### config.mk
export PLATFORM = sky130hd
export DESIGN_NAME = break_arbiter
export DESIGN_NICKNAME = d
export VERILOG_FILES = /design/src/rtl/brk_pkg.sv /design/src/rtl/brk_prio.sv /design/src/rtl/break_arbiter.sv
export SDC_FILE = /design/constraint.sdc
export NUM_CORES = 1
export LEC_CHECK = 0
export ABC_CLOCK_PERIOD_IN_PS = 5400
export CAP_MARGIN = 20
export CORE_ASPECT_RATIO = 0.6
export CORE_MARGIN = 2
export CORE_UTILIZATION = 44
export DETAILED_ROUTE_END_ITERATION = 10
export PLACE_DENSITY = 0.87
export REMOVE_ABC_BUFFERS = 1
export SETUP_SLACK_MARGIN = 0.02
export SKIP_CTS_REPAIR_TIMING = 1
export SYNTH_ARGS = -nofsm -noshare
export SYNTH_HDL_FRONTEND = slang
export SYNTH_SLANG_ARGS = --single-unit
### constraint.sdc
create_clock -name clk -period 5.4 [get_ports clk]
set_input_delay 0.54 -clock clk [delete_from_list [all_inputs] [get_ports clk]]
set_output_delay 0.54 -clock clk [all_outputs]
set_load 0.05 [all_outputs]
### src/rtl/brk_pkg.sv
// Shared constants and helpers for the data-break arbiter.
// State encoding, device count and bus widths live here.
package brk_pkg;

    localparam int NDEV          = 2;
    localparam int AW            = 15;
    localparam int DW            = 12;
    localparam int BURST_MAX_DEF = 4;
    localparam int IDXW          = 1;

    localparam logic [1:0] S_IDLE = 2'd0;
    localparam logic [1:0] S_ADDR = 2'd1;
    localparam logic [1:0] S_XFER = 2'd2;
    localparam logic [1:0] S_DONE = 2'd3;

    typedef logic [NDEV-1:0] dev_vec_t;

    // One-hot device vector to device index.
    function automatic logic [IDXW-1:0] oh2idx(input dev_vec_t oh);
        logic [IDXW-1:0] idx;
        idx = '0;
        for (int i = 0; i < NDEV; i++)
            if (oh[i]) idx = IDXW'(i);
        return idx;
    endfunction

endpackage

### src/rtl/brk_prio.sv
// Combinational winner picker for data-break requests.
// Fixed priority (device 0 first) unless BRK_RR_EN selects round-robin.
import brk_pkg::*;

module brk_prio (
    input  logic [NDEV-1:0] req,
`ifdef BRK_RR_EN
    input  logic [IDXW-1:0] ptr,
`endif
    output logic [NDEV-1:0] win
);

`ifdef BRK_RR_EN
    // Scan from the pointer upward; later loop passes override, so the
    // pointer position itself ends up with the highest priority.
    always_comb begin
        win = '0;
        for (int k = NDEV - 1; k >= 0; k--)
            for (int i = 0; i < NDEV; i++)
                if (req[i] && i == (int'(ptr) + k) % NDEV) begin
                    win    = '0;
                    win[i] = 1'b1;
                end
    end
`else
    // Lowest-numbered requester wins.
    always_comb begin
        win = '0;
        for (int i = NDEV - 1; i >= 0; i--)
            if (req[i]) begin
                win    = '0;
                win[i] = 1'b1;
            end
    end
`endif

endmodule

### src/rtl/break_arbiter.sv
// Data-break arbiter: steals memory cycles for devices between CPU states.
// Optional macro BRK_RR_EN switches the picker to round-robin.
import brk_pkg::*;

module break_arbiter #(
    parameter int BURST_MAX = BURST_MAX_DEF
) (
    input  logic            clk,
    input  logic            reset,
    input  logic            clear,
    input  logic            cycle_end,
    input  logic [NDEV-1:0] req,
    input  logic [NDEV-1:0] dir,
    input  logic [AW-1:0]   addr0,
    input  logic [AW-1:0]   addr1,
    input  logic [DW-1:0]   wdata0,
    input  logic [DW-1:0]   wdata1,
    input  logic [DW-1:0]   mdout,
    output logic [NDEV-1:0] grant,
    output logic            break_in_prog,
    output logic            to_mem,
    output logic [AW-1:0]   dmaAddr,
    output logic [DW-1:0]   dmaDOUT,
    output logic [DW-1:0]   rdata,
    output logic [NDEV-1:0] done
);

    localparam int CW = $clog2(BURST_MAX + 1);

    logic [1:0]      state;
    logic [NDEV-1:0] win;
    logic            dir_q;
    logic [CW-1:0]   burst_cnt;
    logic            guard;
    logic            start;

`ifdef BRK_RR_EN
    logic [IDXW-1:0] ptr;

    brk_prio u_prio (
        .req (req),
        .ptr (ptr),
        .win (win)
    );

    // Move the round-robin pointer past the device just served.
    always_ff @(posedge clk or posedge reset) begin
        if (reset)
            ptr <= '0;
        else if (state == S_DONE) begin
            if (int'(oh2idx(grant)) == NDEV - 1)
                ptr <= '0;
            else
                ptr <= oh2idx(grant) + IDXW'(1);
        end
    end
`else
    brk_prio u_prio (
        .req (req),
        .win (win)
    );
`endif

    assign guard = (burst_cnt == CW'(BURST_MAX));
    assign start = (state == S_IDLE) && cycle_end && (|req)
                   && !guard && !clear;

    // Break sequencer: IDLE waits, then ADDR, XFER, DONE one cycle each.
    always_ff @(posedge clk or posedge reset) begin
        if (reset)
            state <= S_IDLE;
        else begin
            unique case (state)
                S_IDLE:  if (start) state <= S_ADDR;
                S_ADDR:  state <= S_XFER;
                S_XFER:  state <= S_DONE;
                S_DONE:  state <= S_IDLE;
                default: state <= S_IDLE;
            endcase
        end
    end

    // Latch winner, direction, address and data when a break starts.
    always_ff @(posedge clk or posedge reset) begin
        if (reset) begin
            grant   <= '0;
            dir_q   <= 1'b0;
            dmaAddr <= '0;
            dmaDOUT <= '0;
        end else if (start) begin
            grant   <= win;
            dir_q   <= |(dir & win);
            dmaAddr <= win[1] ? addr1 : addr0;
            dmaDOUT <= win[1] ? wdata1 : wdata0;
        end else if (state == S_DONE) begin
            grant   <= '0;
        end
    end

    // Capture memory read data at the end of a read transfer.
    always_ff @(posedge clk or posedge reset) begin
        if (reset)
            rdata <= '0;
        else if (state == S_XFER && !dir_q)
            rdata <= mdout;
    end

    // Count back-to-back breaks; a guarded IDLE cycle resets the count.
    always_ff @(posedge clk or posedge reset) begin
        if (reset)
            burst_cnt <= '0;
        else if (start)
            burst_cnt <= burst_cnt + CW'(1);
        else if (state == S_IDLE)
            burst_cnt <= '0;
    end

    assign break_in_prog = (state == S_ADDR) || (state == S_XFER);
    assign to_mem        = (state == S_XFER) && dir_q;
    assign done          = (state == S_DONE) ? grant : '0;

endmodule

Word level (Yosys, flattened, before mapping) --
Cells that the tools add are included.
Word-level totals: output and inout port bits 45, flip-flop bits (word level) 47
Cells by class: bitwise logic cells 1, add/subtract/negate cells 1, multiplexer cells 11, reduce and logical (&&, ||, !) cells 15, eq/ne operators 5
Operators by type and width (number):
- $mux W15 | 1
- $mux W12 | 1
- $mux W2 | 6
- $pmux W2 S4 | 1
- $logic_and A1 B1 Y1 | 6
- $mux W3 | 2
- $eq A2 B2 Y1 const B | 2
- $reduce_bool A2 Y1 | 2
- $reduce_or A2 Y1 | 2
- $add A3 B1 Y3 const B | 1
- $eq A3 B3 Y1 const B | 1
- $logic_not A1 Y1 | 3
- $and A2 B2 Y2 | 1
- $eq A2 B1 Y1 const B | 1
- $logic_not A2 Y1 | 1
- $ne A2 B2 Y1 const B | 1
- $logic_or A1 B1 Y1 | 1

Depth between registers and ports, before layout --
depth in word-level cells 7, gate-level depth with buffers 6

Modules after synthesis --
From an unflattened synthesis, not the netlist that was laid out.
Unflattened totals: cell total of the unflattened synthesis 160, area total of the unflattened synthesis 2379.8 µm²
By module, submodules not included:
- break_arbiter | sequential area each 1176.1 µm², area each 2358.5 µm², cells an instance 158, times used 1
- brk_prio | sequential area each 0.0 µm², area each 21.3 µm², cells an instance 2, times used 1

Least setup slack after synthesis --
OpenSTA, ideal clock, no wires.
path type register to register, start reg state[0], end reg dir_q, cell stages (with the launch flop) 7, clock period less this slack 1.789 ns, library setup time 0.125 ns, required time 5.275 ns, buffers on the path 1, arrival 1.664 ns, setup slack 3.611 ns, path through dfrtp_1 -> inv_1 -> ha_1 -> inv_2 -> nor4_4 -> buf_6 -> mux2_4
Between the ends: word-level cells in the longest chain between the ends 5
Ends and longest elaborated chain:
- start: declaration | line break_arbiter.sv:30 | logic [1:0] state;
- start signal: assignment | line break_arbiter.sv:71 | state <= S_IDLE;
- start signal: assignment | line break_arbiter.sv:74 | S_IDLE: if (start) state <= S_ADDR;
- start signal: assignment | line break_arbiter.sv:75 | S_ADDR: state <= S_XFER;
- $logic_not A2 Y1 | line break_arbiter.sv:65 | assign start = (state == S_IDLE) && cycle_end && (|req)
- $logic_and A1 B1 Y1 (2 in a row) | line break_arbiter.sv:65
- $logic_and A1 B1 Y1 (2 in a row) | line break_arbiter.sv:66 | && !guard && !clear;
- end signal: assignment | line break_arbiter.sv:92 | dir_q <= |(dir & win);
- end: declaration | line break_arbiter.sv:32 | logic dir_q;
No other way between the ends. A chain may end at the register's enable or synchronous reset.

Worst setup path in the final report --
start reg state[0], end out to_mem
Between the ends: word-level cells in the longest chain between the ends 2
Ends and longest elaborated chain:
- $eq A2 B2 Y1 | line break_arbiter.sv:119 | assign to_mem = (state == S_XFER) && dir_q;
- $logic_and A1 B1 Y1 | line break_arbiter.sv:119
- end: declaration | line break_arbiter.sv:21 | output logic to_mem,
No other way between the ends.

==> impl_metrics.yaml <==
global_route:
  grt_use_total_pct: 18.7
  grt_use_met1_pct: 27.0
  grt_pass1_vias: 1774
  grt_pass1_wl_um: 8760
  grt_util_met3_pct: 7.15
  grt_antenna_before_repair: 0
  busiest_layer: "met2"
  use_met2_pct: 27.9
  grt_max_degree: 48
  grt_overflow: 0
setup_path:
  end_kind: "output port"
  cp-start-kind: "flip-flop"
  r2r_start: "state[0]"
  cp.required_ns: 4.86
  worstPathMaxFanout: 4
  reg2reg_to: "dmaDOUT[7]"
  r2r_setup_slack_ns: 3.24
  slowest_delay_ns: 0.81
  critPathKind: "flip-flop to output port"
  critPathSlowestCell: "clkdlybuf4s50_1"
  r2r_cells: 6
  crit_chain: "inv_1 > ha_1 > and2_1 > clkdlybuf4s50_1"
  critPathArrivalTime_ns: 1.92
layout:
  layout-drive-gt1-share_pct: 30.5
  antenna_cells: 0
  n_fill_cell: 373
  syn_to_final_growth_pct: 54.6
  nets: 362
power_and_ir_drop:
  p_leak_uw: 0.00161
  combPwrFrac_pct: 62.9
  p_sw_uw: 1020
  switching_share_pct: 45.8
  power_uw: 2230
  p_int_uw: 1210
  powerDensity_nw_per_um2: 595
  ir_drop_v: 0.000303
  power.share.clock_pct: 9.2
  seq_power_share_pct: 27.9
synth:
  ys_ff_latch: 47
  syn_inst: 161
  ys.flop_type: "dfrtp_1"
  synth_top_area_share_pct: 48.6
  synthDistinctLibCells: 22
  synth_top_area_cell: "dfrtp_1"
  ys_warn_count: 0
  synth_seq_area_share_pct: 48.6
  ys_top_cells_by_count: "dfrtp_1, mux2_2, mux2_4"
  syn_area_per_cell_sq_um: 15.0
  synth_area_leaders: "dfrtp_1, mux2_2, mux2_4"
  synth_edf_count: 0
  yosysMostFrequentCell: "dfrtp_1"
  syn_area_sq_um: 2420
  async_flop_share_pct: 100
timing:
  setup_tns_ns: 0
  finalMaxSlewViolations: 0
  fmax_ghz: 0.407
  rsz0062_at_grt: "false"
  slew_headroom_pct: 63.6
  hold_viol: 0
  setup_violations: 0
  timing.final.crit_share_pct: 45.5
  worst_pin_slew_ns: 0.546
  finalCriticalPeriod_ns: 2.46
  fin_skew_ns: 0.00558
floorplan:
  start_util_pct: 46.7
  dieArea_sq_um: 6130
  die_h_um: 61.4
  pin_count: 119
  fp-row-count: 20
  die_w_um: 99.7
  fp.coreArea_sq_um: 5180
worst_hold_path:
  hold_class: "input port to asynchronous set/reset pin"
routing:
  wl_um: 5380
  vias: 1660
  dr.pass1.iters: 4
  final_antenna_net_count: 0
  vias_per_cell: 4.77
  wire_per_inst_um: 15.5
  drc: 0
  dr.first_iter.drc_count: 33
place:
  dp_hpwl_um: 4110
  gp_congestion: 0.721
  port_buffers: 118
clock_tree:
  cts_root_buf: "clkbuf_8"
  cts_max_level: 2
  clock_sinks: 47
  cts_tree: "built"
  clkSlewWorstSetupHoldPaths_ns: 0.08
  clock_path_buffers: 2
  clk_latency_ns: 0.28
  cts_made_buffers: 5
status:
  status: "complete, no violations"
flow_run:
  max_cap_violations: 0
-- critical path, delay by kind of cell (launching register included) --
family | cells | cell delay [ns]
buffers and inverters | 2 | 0.93
adder cells (fa/ha/maj) | 1 | 0.20
flip-flops | 1 | 0.38
AND/OR/NAND/NOR | 1 | 0.13
-- per-layer routing --
layer | up-vias | routed length (um)
met5 | - | 0
met4 | 0 | 16
met3 | 2 | 534
met2 | 78 | 2220
met1 | 778 | 2610
li1 | 802 | -
-- registers in the layout, indices dropped and copies added (netlist names) --
| name | count |
|---|---|
| burst_cnt | 3 |
| dir_q | 1 |
| dmaAddr | 15 |
| dmaDOUT | 12 |
| grant | 2 |
| rdata | 12 |
| state | 2 |
-- cells by family (layout without fill, tap and decap cells) --
logic type                 count (synthesis)  count (layout)  synth area share (%)
muxes                                     72              72                  37.8
DFF                                       47              47                  48.6
and+or+nand+nor                           17              17                  5.12
buffers and inverters                     14             135                  3.83
adders and majority gates                  6               6                  3.10
AOI/OAI and AO/OA                          5               5                  1.55
-- through the flow --
step | utilization [%] | area, sq um | std cells | hold WS [ns] | setup slack [ns]
after global placement | 70.0 | 3620 | 339 | 0.484 | 2.96
after CTS | 71.6 | 3710 | 346 | 0.505 | 2.93
final | 72.2 | 3740 | 348 | 0.440 | 2.94
after global routing | 72.2 | 3740 | 348 | 0.434 | 2.85
after detailed placement | 70.0 | 3620 | 339 | 0.485 | 2.94
after floorplan | - | 2350 | 154 | 0.465 | 2.44
-- power groups by stage --
stage               Sequential (uW)  Clock [uW]  Combinational, uW
floorplan                      1150           0                407
global placement                617           0               1390
detailed placement              620           0               1400
CTS                             620         215               1410
global route                    645         233               1460
finish                          620         205               1400
-- layout by cell type, fill, tap and decap left out, types with 2 or more instances in the layout --
cell             instances
nand2b_4                 2
mux2_4                  28
nand2_1                  3
inv_1                    5
nor2_1                   2
mux2i_1                  2
buf_4                    2
mux2_2                  42
nor2b_1                  2
ha_1                     6
dfrtp_1                 47
clkdlybuf4s50_1        118
clkbuf_8                 6
and2_1                   4
inv_2                    2
nor4_1                   2
-- layout make-up --
cell class                      count  area (sq um)  share of cell area, %
Clock buffer                        6          82.6                   2.21
Clock inverter                      1          5.00                  0.134
Inverter                            7          26.3                  0.703
Multi-Input combinational cell    100          1150                   30.8
Sequential cell                    47          1180                   31.5
Tap cell                           66          82.6                   2.21
Timing Repair Buffer              121          1220                   32.5
-- how the worst max path moves through the flow --
stage / startpoint / end / slack (ns) / cells past startpoint
6_report: state[0] / to_mem / 2.94 / 4
3_3_place_gp: req[1] / dmaDOUT[7] / 2.96 / 5
2_1_floorplan: state[0] / dmaDOUT[7] / 2.44 / 5
5_1_grt: state[0] / to_mem / 2.85 / 4
3_5_place_dp: req[1] / dmaDOUT[7] / 2.94 / 5
4_1_cts: state[0] / to_mem / 2.93 / 4
Power figures use the tool's default switching activity.
